`config.mk`:
```
export PLATFORM = sky130hd
export DESIGN_NAME = muxn_arb
export DESIGN_NICKNAME = d
export VERILOG_FILES = /design/src/rtl/muxn_arb_pkg.sv /design/src/rtl/rr_arbiter.sv /design/src/rtl/muxn_arb.sv
export SDC_FILE = /design/constraint.sdc
export NUM_CORES = 1
export LEC_CHECK = 0
export CORE_ASPECT_RATIO = 1.1
export CORE_MARGIN = 2
export CORE_UTILIZATION = 25
export DETAILED_ROUTE_END_ITERATION = 8
export SLEW_MARGIN = 20
export SYNTH_ARGS = -nofsm -noshare
export SYNTH_HDL_FRONTEND = slang
export SYNTH_SLANG_ARGS = --single-unit
```
`constraint.sdc`:
```
create_clock -name clock -period 4.5 [get_ports clock]
set_clock_uncertainty 0.05 [all_clocks]
set_input_delay 1.125 -clock clock [delete_from_list [all_inputs] [get_ports clock]]
set_output_delay 1.125 -clock clock [all_outputs]
set_load 0.05 [all_outputs]
```
`src/rtl/muxn_arb_pkg.sv`:
```
// muxn_arb shared definitions: selection modes, default sizes
// and the select-width helper used by the top and the arbiter.
package muxn_arb_pkg;

    localparam logic MODE_FIXED = 1'b0;
    localparam logic MODE_RR    = 1'b1;

    localparam int DEF_WIDTH    = 32;
    localparam int DEF_CHANNELS = 4;

    // Width of a channel index; never below one bit.
    function automatic int clog2_min1(input int n);
        return (n <= 2) ? 1 : $clog2(n);
    endfunction

endpackage

```
`src/rtl/rr_arbiter.sv`:
```
// Rotating-priority grant search over CHANNELS requests, starting at ptr.
// Purely combinational; the caller owns ptr and any output registers.
module rr_arbiter
    import muxn_arb_pkg::*;
#(
    parameter int CHANNELS = DEF_CHANNELS,
    parameter int SEL_W    = clog2_min1(CHANNELS)
) (
    input  logic [CHANNELS-1:0] req,
    input  logic [SEL_W-1:0]    ptr,
    output logic                gnt_valid,
    output logic [SEL_W-1:0]    gnt_idx
);

    // Walk from farthest to nearest so the request closest to ptr wins.
    always_comb begin
        int idx;
        idx       = 0;
        gnt_valid = 1'b0;
        gnt_idx   = '0;
        for (int k = CHANNELS - 1; k >= 0; k--) begin
            idx = int'(ptr) + k;
            if (idx >= CHANNELS) begin
                idx = idx - CHANNELS;
            end
            if (req[idx]) begin
                gnt_valid = 1'b1;
                gnt_idx   = SEL_W'(idx);
            end
        end
    end

endmodule

```
`src/rtl/muxn_arb.sv`:
```
// N:1 word selector with valid/ready handshake, fixed or round-robin
// selection and a one-entry output register. MUXN_ARB_ZERO_IDLE_EN clears
// out_data/out_chan whenever the register empties.
module muxn_arb
    import muxn_arb_pkg::*;
#(
    parameter int WIDTH    = DEF_WIDTH,
    parameter int CHANNELS = DEF_CHANNELS,
    parameter int SEL_W    = clog2_min1(CHANNELS)
) (
    input  logic                      clock,
    input  logic                      reset,
    input  logic [CHANNELS*WIDTH-1:0] in_data,
    input  logic [CHANNELS-1:0]       in_valid,
    output logic [CHANNELS-1:0]       in_ready,
    input  logic                      mode,
    input  logic [SEL_W-1:0]          sel,
    output logic [WIDTH-1:0]          out_data,
    output logic                      out_valid,
    input  logic                      out_ready,
    output logic [SEL_W-1:0]          out_chan
);

    logic             load;
    logic [SEL_W-1:0] ptr;
    logic             rr_valid;
    logic [SEL_W-1:0] rr_idx;
    logic             fix_valid;
    logic             gnt_valid;
    logic [SEL_W-1:0] gnt_idx;
    logic [SEL_W-1:0] ptr_next;
    logic [WIDTH-1:0] gnt_word;

    assign load = !out_valid || out_ready;

    rr_arbiter #(
        .CHANNELS (CHANNELS),
        .SEL_W    (SEL_W)
    ) u_rr (
        .req       (in_valid),
        .ptr       (ptr),
        .gnt_valid (rr_valid),
        .gnt_idx   (rr_idx)
    );

    // Fixed mode: only an in-range sel with a valid channel is granted.
    always_comb begin
        fix_valid = 1'b0;
        for (int i = 0; i < CHANNELS; i++) begin
            if (sel == SEL_W'(i)) begin
                fix_valid = in_valid[i];
            end
        end
    end

    assign gnt_valid = (mode == MODE_RR) ? rr_valid : fix_valid;
    assign gnt_idx   = (mode == MODE_RR) ? rr_idx : sel;

    // One-hot accept for the granted channel, silenced during reset.
    always_comb begin
        in_ready = '0;
        for (int i = 0; i < CHANNELS; i++) begin
            in_ready[i] = !reset && load && gnt_valid
                        && (gnt_idx == SEL_W'(i));
        end
    end

    // Word of the granted channel, feeds only the output register.
    always_comb begin
        gnt_word = '0;
        for (int i = 0; i < CHANNELS; i++) begin
            if (gnt_idx == SEL_W'(i)) begin
                gnt_word = in_data[i*WIDTH +: WIDTH];
            end
        end
    end

    assign ptr_next = (int'(gnt_idx) == CHANNELS - 1) ? '0
                    : gnt_idx + SEL_W'(1);

    // Output register and round-robin pointer update.
    always_ff @(posedge clock) begin
        if (reset) begin
            out_valid <= 1'b0;
            out_data  <= '0;
            out_chan  <= '0;
            ptr       <= '0;
        end else if (load) begin
            if (gnt_valid) begin
                out_valid <= 1'b1;
                out_data  <= gnt_word;
                out_chan  <= gnt_idx;
                if (mode == MODE_RR) begin
                    ptr <= ptr_next;
                end
            end else begin
                out_valid <= 1'b0;
`ifdef MUXN_ARB_ZERO_IDLE_EN
                out_data  <= '0;
                out_chan  <= '0;
`endif
            end
        end
    end

endmodule

```
## Yosys cells after proc, flatten, opt, wreduce, memory -nomap -nowiden

Index checks and enable logic that the tools add are counted.

- Reduce and logical (&&, ||, !) cells: 13
- Multiplexer cells: 36
- Equality and inequality tests: 7
- $add $sub $neg: 8
- $lt $le $gt $ge: 8

Operators by type and width:

| operator | count |
|---|---|
| 2-to-1 mux 32 bit | 8 |
| < comparator 32 x 4 -> 1 bit, second input constant | 4 |
| >= comparator 32 x 4 -> 1 bit, second input constant | 3 |
| subtractor 32 x 4 -> 32 bit, second input constant | 3 |
| 2-to-1 mux 1 bit | 18 |
| 2-to-1 mux 2 bit | 6 |
| binary-select mux 1 bit (select 2 bit) | 4 |
| equality test 2 bit, second input constant | 4 |
| adder 2 x 2 -> 3 bit, second input constant | 2 |
| equality test 2 x 1 -> 1 bit, second input constant | 3 |
| logical AND 1 bit | 6 |
| logical NOT 2 bit | 2 |
| subtractor 2 x 3 -> 4 bit, second input constant | 1 |
| adder 2 x 1 -> 3 bit, second input constant | 1 |
| >= comparator 2 x 3 -> 1 bit, second input constant | 1 |
| AND reduction 3 bit | 1 |
| adder 2 x 1 -> 2 bit, second input constant | 1 |
| logical NOT 1 bit | 2 |
| AND reduction 2 bit | 1 |
| logical OR 1 bit | 1 |

- Input bits: 138
- Register bits after elaboration: 37
- Output and inout port bits: 39
- Word-level logic and storage cells: 76

## Logic depth before layout (Yosys ltp)

Gate-level depths: netlist of run 1.

- Depth in word-level cells: 16
- Mapped depth: 14
- Depth with buffers taken out: 11

## Hierarchy

Synthesis of run 1 repeated with hierarchy kept, for this count alone.

- Cells, all modules: 347
- Area total of the unflattened synthesis: 2688.8 um^2

By module, submodules not included:

| module | area each (um^2) | cells an instance | times used | sequential area each (um^2) |
|---|---|---|---|---|
| muxn_arb | 2611.3 | 334 | 1 | 740.7 |
| rr_arbiter | 77.6 | 13 | 1 | 0.0 |

## Worst setup path after synthesis of run 1

OpenSTA, ideal clock, no wires.

- Path type: input-to-output
- Start: in in_valid[3]
- End: out in_ready[3]
- Required time: 3325 ps
- Stages on the path: 10
- Arrival: 2950 ps
- Path buffers: 3
- Slack: 375 ps
- Path through: buf_6 > nor2b_1 > a21o_1 > o21ai_0 > o22ai_1 > inv_1 > ha_1 > clkbuf_1 > clkbuf_1 > and2_1

- Cells in the longest elaborated chain, start to end: 10
- Elaborated cells between the ends (all ways): 26
- Those cells by class: 1 x eq/ne; 23 x mux; 2 x reduce/logical

Ends and longest elaborated chain:

| element | RTL line | text |
|---|---|---|
| start: declaration | muxn_arb.sv:14 | `input logic [CHANNELS-1:0] in_valid,` |
| binary-select mux 1 bit (select 2 bit) | rr_arbiter.sv:26 | `if (req[idx]) begin` |
| 2-to-1 mux 1 bit (not written as such) (2 in a row) | rr_arbiter.sv:26 |  |
| 2-to-1 mux 2 bit (3 in a row) | rr_arbiter.sv:26 |  |
| 2-to-1 mux 2 bit (*) | rr_arbiter.sv:26 |  |
| 2-to-1 mux 2 bit (*) | muxn_arb.sv:57 | `assign gnt_idx = (mode == MODE_RR) ? rr_idx : sel;` |
| named net gnt_idx[0] | muxn_arb.sv:30 | `logic [SEL_W-1:0] gnt_idx;` |
| equality test 2 bit (*) | muxn_arb.sv:64 | `&& (gnt_idx == SEL_W'(i));` |
| logical AND 1 bit (*) | muxn_arb.sv:64 |  |
| end: declaration | muxn_arb.sv:15 | `output logic [CHANNELS-1:0] in_ready,` |

Mark *: on every way through the listed nets, which the timed path passes. The rest lies on a longest branch. The select of a mux whose other input is x is not followed.

## Worst setup path after layout of run 1

- Start: in in_valid[0]
- End: out in_ready[1]

- Cells in the longest elaborated chain, start to end: 10
- Elaborated cells between the ends (all ways): 29
- Those cells by class: 1 x eq/ne; 26 x mux; 2 x reduce/logical

Ends and longest elaborated chain:

| element | RTL line |
|---|---|
| binary-select mux 1 bit (select 2 bit) | rr_arbiter.sv:26 |
| 2-to-1 mux 1 bit (not written as such) (2 in a row) | rr_arbiter.sv:26 |
| 2-to-1 mux 2 bit (3 in a row) | rr_arbiter.sv:26 |
| 2-to-1 mux 2 bit (*) | rr_arbiter.sv:26 |
| 2-to-1 mux 2 bit (*) | muxn_arb.sv:57 |
| named net gnt_idx[0] | muxn_arb.sv:30 |
| equality test 2 x 1 -> 1 bit (*) | muxn_arb.sv:64 |
| logical AND 1 bit (*) | muxn_arb.sv:64 |

Marked as above.

==> flow_summary.ini, run 1 <==
[grt]
grt_max_degree = 65
first_global_vias = 2830
antenna_found_initial = 0
grt_overflow = 0
track_usage_pct = 15.8
grt_first_pass_wirelength_um = 13800

[job]
timing.max_cap.violations = 0

[worst_hold_path]
hold_end = out_data[30]
min_from = out_data[30]
hp-class = reg -> reg
min_path_cells = 2

[route]
vias_per_cell = 4.99
detail-route-antenna-nets = 0
drtIter0Drc = 92
drt-total-wl_um = 8890
vias = 2972
drc = 0
drt_pass1_iterations = 4
post_drt_wl_per_cell_um = 14.9

[place]
gp_congestion = 0.820
portBuffers = 176
hpwl_um = 6820
place_area_mm2 = 0.00432
pre_cts_slack_ns = 0.141
post-place-cells = 589

[synthesis]
yosysSeqAreaShare_pct = 30.0
ys_types = 33
syn_nets = 462
yosys_register_bits = 37
synth_warnings = 0
netlist_instances = 320
syn_avg_cell_area_um2 = 7.71
syn_area_mm2 = 0.00247
async_reset_ff_share_pct = 0
synth_edf_count = 0
ys.flop_type = dfxtp_1

[timing]
grt_setup_unrepaired = no
period_needed_ns = 4.34
tightest_slew_ns = 0.640
max_freq_mhz = 230
fin_crit_sh_pct = 96.5
hold_viol = 0
worst_slack_ns = 0.156
setup_viol = 0
slew_viol_final = 0
max_slew_margin_pct = 57.4
fin_tns_setup_ns = 0

[critical_path]
cp-end-kind = primary output
rrSetupSlack_ns = 1.43
r2r_start = ptr[1]
arrival_ns = 3.17
timing.rr.end = out_data[18]
startpoint_type = primary input
path_max_fanout = 7
r2r_cells = 13
worstSetupPathType = in -> out
worstPathRequired_ns = 3.32

[power]
ir_drop_uv = 127
switching_share_pct = 38.9
comb_power_share_pct = 51.7
power_switching_w = 0.000507
p_per_area_mw_per_mm2 = 295
p_leak_nw = 1.59
pwr-share-seq_pct = 30.5
p_int_w = 0.000795
p_clk_share_pct = 17.8
design_power_total_w = 0.00130

[floorplan]
fp.dieW_um = 98.7
ios = 177
start_util_pct = 25.3
core_area_mm2 = 0.00975
die-area_mm2 = 0.0107
rows = 38
die_y_um = 108

[clocking]
cts_buffer_depth = 2
hold_buffers = 0
cts-htree-levels = 2
clock-sinks = 37
clkLatencyLatePin_ns = 0.27
path_clk_slew_ns = 0.07
cts-root-buf = clkbuf_8
numCtsBuffers = 5
cts_tree = yes

[final_layout]
nets = 618
layout_common_cells = clkdlybuf4s50_1 (172), a21oi_1 (38), dfxtp_1 (37), nor3_1 (35), nor2_1 (35)
diodes = 0
drive_gt1_share_pct = 5.25
fin_area_mm2 = 0.00441
syn2layout_area_growth_pct = 78.8
final_common_cell = clkdlybuf4s50_1
instances_no_fill = 596

[run_status]
status = finished, final reports clean
-- worst max-delay path: stages --
cell and delay, ns:
clkdlybuf4s50_1 0.60, nor2b_1 0.22, a21o_1 0.14, o21ai_0 0.07, o22ai_1 0.34, inv_1 0.13, ha_1 0.23, and2_1 0.16
buf_12 0.15
-- area by class of cell --
class / count / area, um^2
timing repair buffer: 183 / 1850
sequential: 37 / 741
clock buffer: 7 / 86.3
tap: 120 / 150
inverter: 6 / 22.5
multi-input combinational: 243 / 1560
fill: 968 / 5340
-- layer usage --
metal	vias up	routed length (um)	GRT usage, %
met3	9	602	4.40
met5	-	0	0
met2	103	4600	29.0
li1	1514	-	-
met1	1346	3570	18.2
met4	0	115	3.52
-- per-stage QoR --
step | utilization, % | hold WS, ns
2_1_floorplan | - | 0.548
3_3_place_gp | 44.3 | 0.425
3_5_place_dp | 44.3 | 0.436
4_1_cts | 45.2 | 0.446
5_1_grt | 45.3 | 0.465
6_report | 45.3 | 0.442
-- kinds of logic after synthesis --
logic type	count (synthesis)	share of synthesized area, %
adder cells (fa/ha/maj)	4	2.03
AO/OA/AOI/OAI	114	32.6
AND/OR/NAND/NOR	122	25.5
multiplexers	3	2.23
flip-flops	37	30.0
buffers and inverters	40	7.61
-- how the worst max path moves through the flow --
stage / from / endpoint / slack (ns) / cells after the start
detailed placement: in_valid[1] / in_ready[3] / 0.14 / 9
finish: in_valid[0] / in_ready[1] / 0.16 / 9
global route: in_valid[0] / in_ready[1] / 0.04 / 9
floorplan: in_valid[3] / in_ready[3] / 0.38 / 10
global placement: in_valid[1] / in_ready[3] / 0.21 / 9
CTS: in_valid[1] / in_ready[3] / 0.13 / 9
-- state kept, by name (all words and copies together), names as in the netlist --
name and count:
out_chan 2, out_valid 1, ptr 2, out_data 32
-- power by group through the flow --
stage / clock network (W) / registers, W / logic [W]
floorplan: 0 / 0.000551 / 0.000261
CTS: 0.000244 / 0.000398 / 0.000679
global route: 0.000259 / 0.000403 / 0.000727
global placement: 0 / 0.000403 / 0.000673
finish: 0.000232 / 0.000397 / 0.000673
detailed placement: 0 / 0.000405 / 0.000676
-- synthesized netlist by cell type (2+ instances only) --
library cell	count	share of area [%]
a2111oi_0	2	0.71
a211oi_1	32	9.7
a21o_1	2	0.61
a21oi_1	38	7.7
a221oi_1	31	11
and2_1	5	1.3
buf_6	5	2.3
clkbuf_1	28	4.3
dfxtp_1	37	30
ha_1	4	2.0
inv_1	6	0.91
nand2_1	3	0.46
nand2b_1	3	0.76
nand3_1	3	0.61
nor2_1	35	5.3
nor2b_1	34	8.6
nor3_1	35	7.1
o21ai_0	2	0.41
-- timing repair --
item / CTS / global route
resized for setup: 0 / 1
setup endpoints to repair: 0 / 1
buffers inserted: 0 / 0
(Power assumes the default switching activity.)
==> inputs of run 2 (changes only) <==
--- a/config.mk
+++ b/config.mk
@@ -9,6 +9,7 @@
 export CORE_MARGIN = 2
 export CORE_UTILIZATION = 25
 export DETAILED_ROUTE_END_ITERATION = 8
+export GPL_TIMING_DRIVEN = 0
 export SLEW_MARGIN = 20
 export SYNTH_ARGS = -nofsm -noshare
 export SYNTH_HDL_FRONTEND = slang
==> run 2 against run 1 <==
  * Cell count is 4.0% higher
  * Sequential share of layout area is 0.28 points lower
  * Combinational power increased by 4.9%
  * Core utilization increased by 0.77 points
  * Design area up 1.7%
  * Register-to-register slack got worse by 0.20 ns
  * Clock power hardly changed
  * Critical path depth rose by 1
  * Critical path type unchanged
  * Critical endpoint unchanged
==> flow_summary.ini, run 2 (same netlist as run 1, synthesis figures left out) <==
[critical_path]
timing.rr.end = out_data[18]
worstPathRequired_ns = 3.32
arrival_ns = 3.16
worstSetupPathType = in -> out
startpoint_type = primary input
path_max_fanout = 10
r2r_cells = 13
cp-end-kind = primary output
r2r_start = ptr[1]
rrSetupSlack_ns = 1.23

[route]
drt_pass1_iterations = 4
drc = 0
drtIter0Drc = 113
detail-route-antenna-nets = 0
post_drt_wl_per_cell_um = 16.5
vias_per_cell = 5.01
drt-total-wl_um = 10200
vias = 3107

[timing]
slew_viol_final = 0
max_freq_mhz = 231
fin_tns_setup_ns = 0
setup_viol = 0
tightest_slew_ns = 0.603
period_needed_ns = 4.34
hold_viol = 0
grt_setup_unrepaired = no
fin_crit_sh_pct = 96.3
max_slew_margin_pct = 59.8

[final_layout]
regMostFlops = out_data
diodes = 0
syn2layout_area_growth_pct = 81.8
drive_gt1_share_pct = 6.00
final_common_cell = clkdlybuf4s50_1
nets = 642
layout_common_cells = clkdlybuf4s50_1 (168), a21oi_1 (38), dfxtp_1 (37), nor2_1 (35)
seq_area_um2 = 741
largest_reg_flops = 32
multi_input_area_mm2 = 0.00158
fin_util_pct = 46.0
largestRegisters = out_data: 32 flops, out_chan: 2 flops, ptr: 2 flops
n_fill_cell = 1000

[worst_hold_path]
min_path_cells = 2
hold_end = out_data[30]
hp-class = reg -> reg
min_from = out_data[30]

[place]
gp_congestion = 0.813
portBuffers = 175
hpwl_um = 8270

[grt]
grt_first_pass_wirelength_um = 15600
antenna_found_initial = 0
grt_max_degree = 12
first_global_vias = 3053
grt_overflow = 0
track_usage_pct = 18.4

[clocking]
cts-htree-levels = 2
cts-root-buf = clkbuf_8
clock-sinks = 37
hold_buffers = 0
cts_tree = yes
clkLatencyLatePin_ns = 0.28
cts_buffer_depth = 2
numCtsBuffers = 5
path_clk_slew_ns = 0.07

[floorplan]
fp.dieW_um = 98.7
core_area_mm2 = 0.00975
die-area_mm2 = 0.0107
start_util_pct = 25.3
ios = 177
rows = 38
die_y_um = 108

[power]
p_per_area_mw_per_mm2 = 298
p_leak_nw = 1.62
ir_drop_uv = 120

[job]
timing.max_cap.violations = 0

[run_status]
status = finished, final reports clean
==> run 2: through the flow <==
step	worst slack [ns]	cells	total power, W	area (um^2)	hold slack, ns
3_3_place_gp	-1.20	615	0.00110	4370	0.430
2_1_floorplan	0.375	320	0.000812	2470	0.548
5_1_grt	0.0168	620	0.00142	4490	0.468
6_report	0.165	620	0.00134	4490	0.445
4_1_cts	0.108	620	0.00135	4490	0.446
3_5_place_dp	-1.26	615	0.00110	4370	0.433
==> run 2: critical path: stages <==
cell and delay (ns):
dlygate4sd2_1 0.30, nor2b_1 0.17, a21o_1 0.17, o21ai_0 0.19, o22ai_2 0.16, inv_1 0.15
ha_2 0.30, clkbuf_4 0.25, and2_1 0.14, buf_4 0.19
==> run 2: worst max path at each step <==
| stage | start | end | depth (start not counted) |
|---|---|---|---|
| 2_1_floorplan | in_valid[3] | in_ready[3] | 10 |
| 6_report | in_valid[0] | in_ready[1] | 10 |
| 4_1_cts | in_valid[1] | in_ready[0] | 9 |
| 3_3_place_gp | in_valid[0] | in_ready[3] | 11 |
| 3_5_place_dp | in_valid[1] | in_ready[1] | 10 |
| 5_1_grt | in_valid[1] | in_ready[3] | 10 |
==> run 2: layer usage <==
layer | global-route usage [%] | vias up | wire length [um] | part of all wire, %
met1 | 22.1 | 1437 | 4210 | 41
met5 | 0 | - | 0 | 0
met3 | 5.56 | 13 | 732 | 7.2
met4 | 4.70 | 0 | 184 | 1.8
met2 | 32.1 | 105 | 5100 | 50
li1 | - | 1552 | - | -
==> run 2: layout make-up <==
class                      count  share of cell area, %
clock buffer                   7                   1.92
multi-input combinational    243                   35.3
timing repair buffer         176                   38.7
tap                          120                   3.35
sequential                    37                   16.5
buffer                        31                   3.68
inverter                       6                  0.502
==> run 2: repair_timing <==
item                                    in CTS  in global routing
endpoints found under the hold margin        0                  0
cloned                                       0                  0
endpoints found under the setup margin       4                  4
pin swaps                                    2                  0
buffers inserted                             1                  0
resized for setup                           35                  2
==> run 2: where the power goes <==
| group | switching (W) | total [W] | internal, W |
|---|---|---|---|
| logic | 0.000395 | 0.000706 | 0.000311 |
| registers | 0.0000228 | 0.000396 | 0.000373 |
| clock network | 0.000112 | 0.000234 | 0.000122 |
| total | 0.000530 | 0.00134 | 0.000806 |
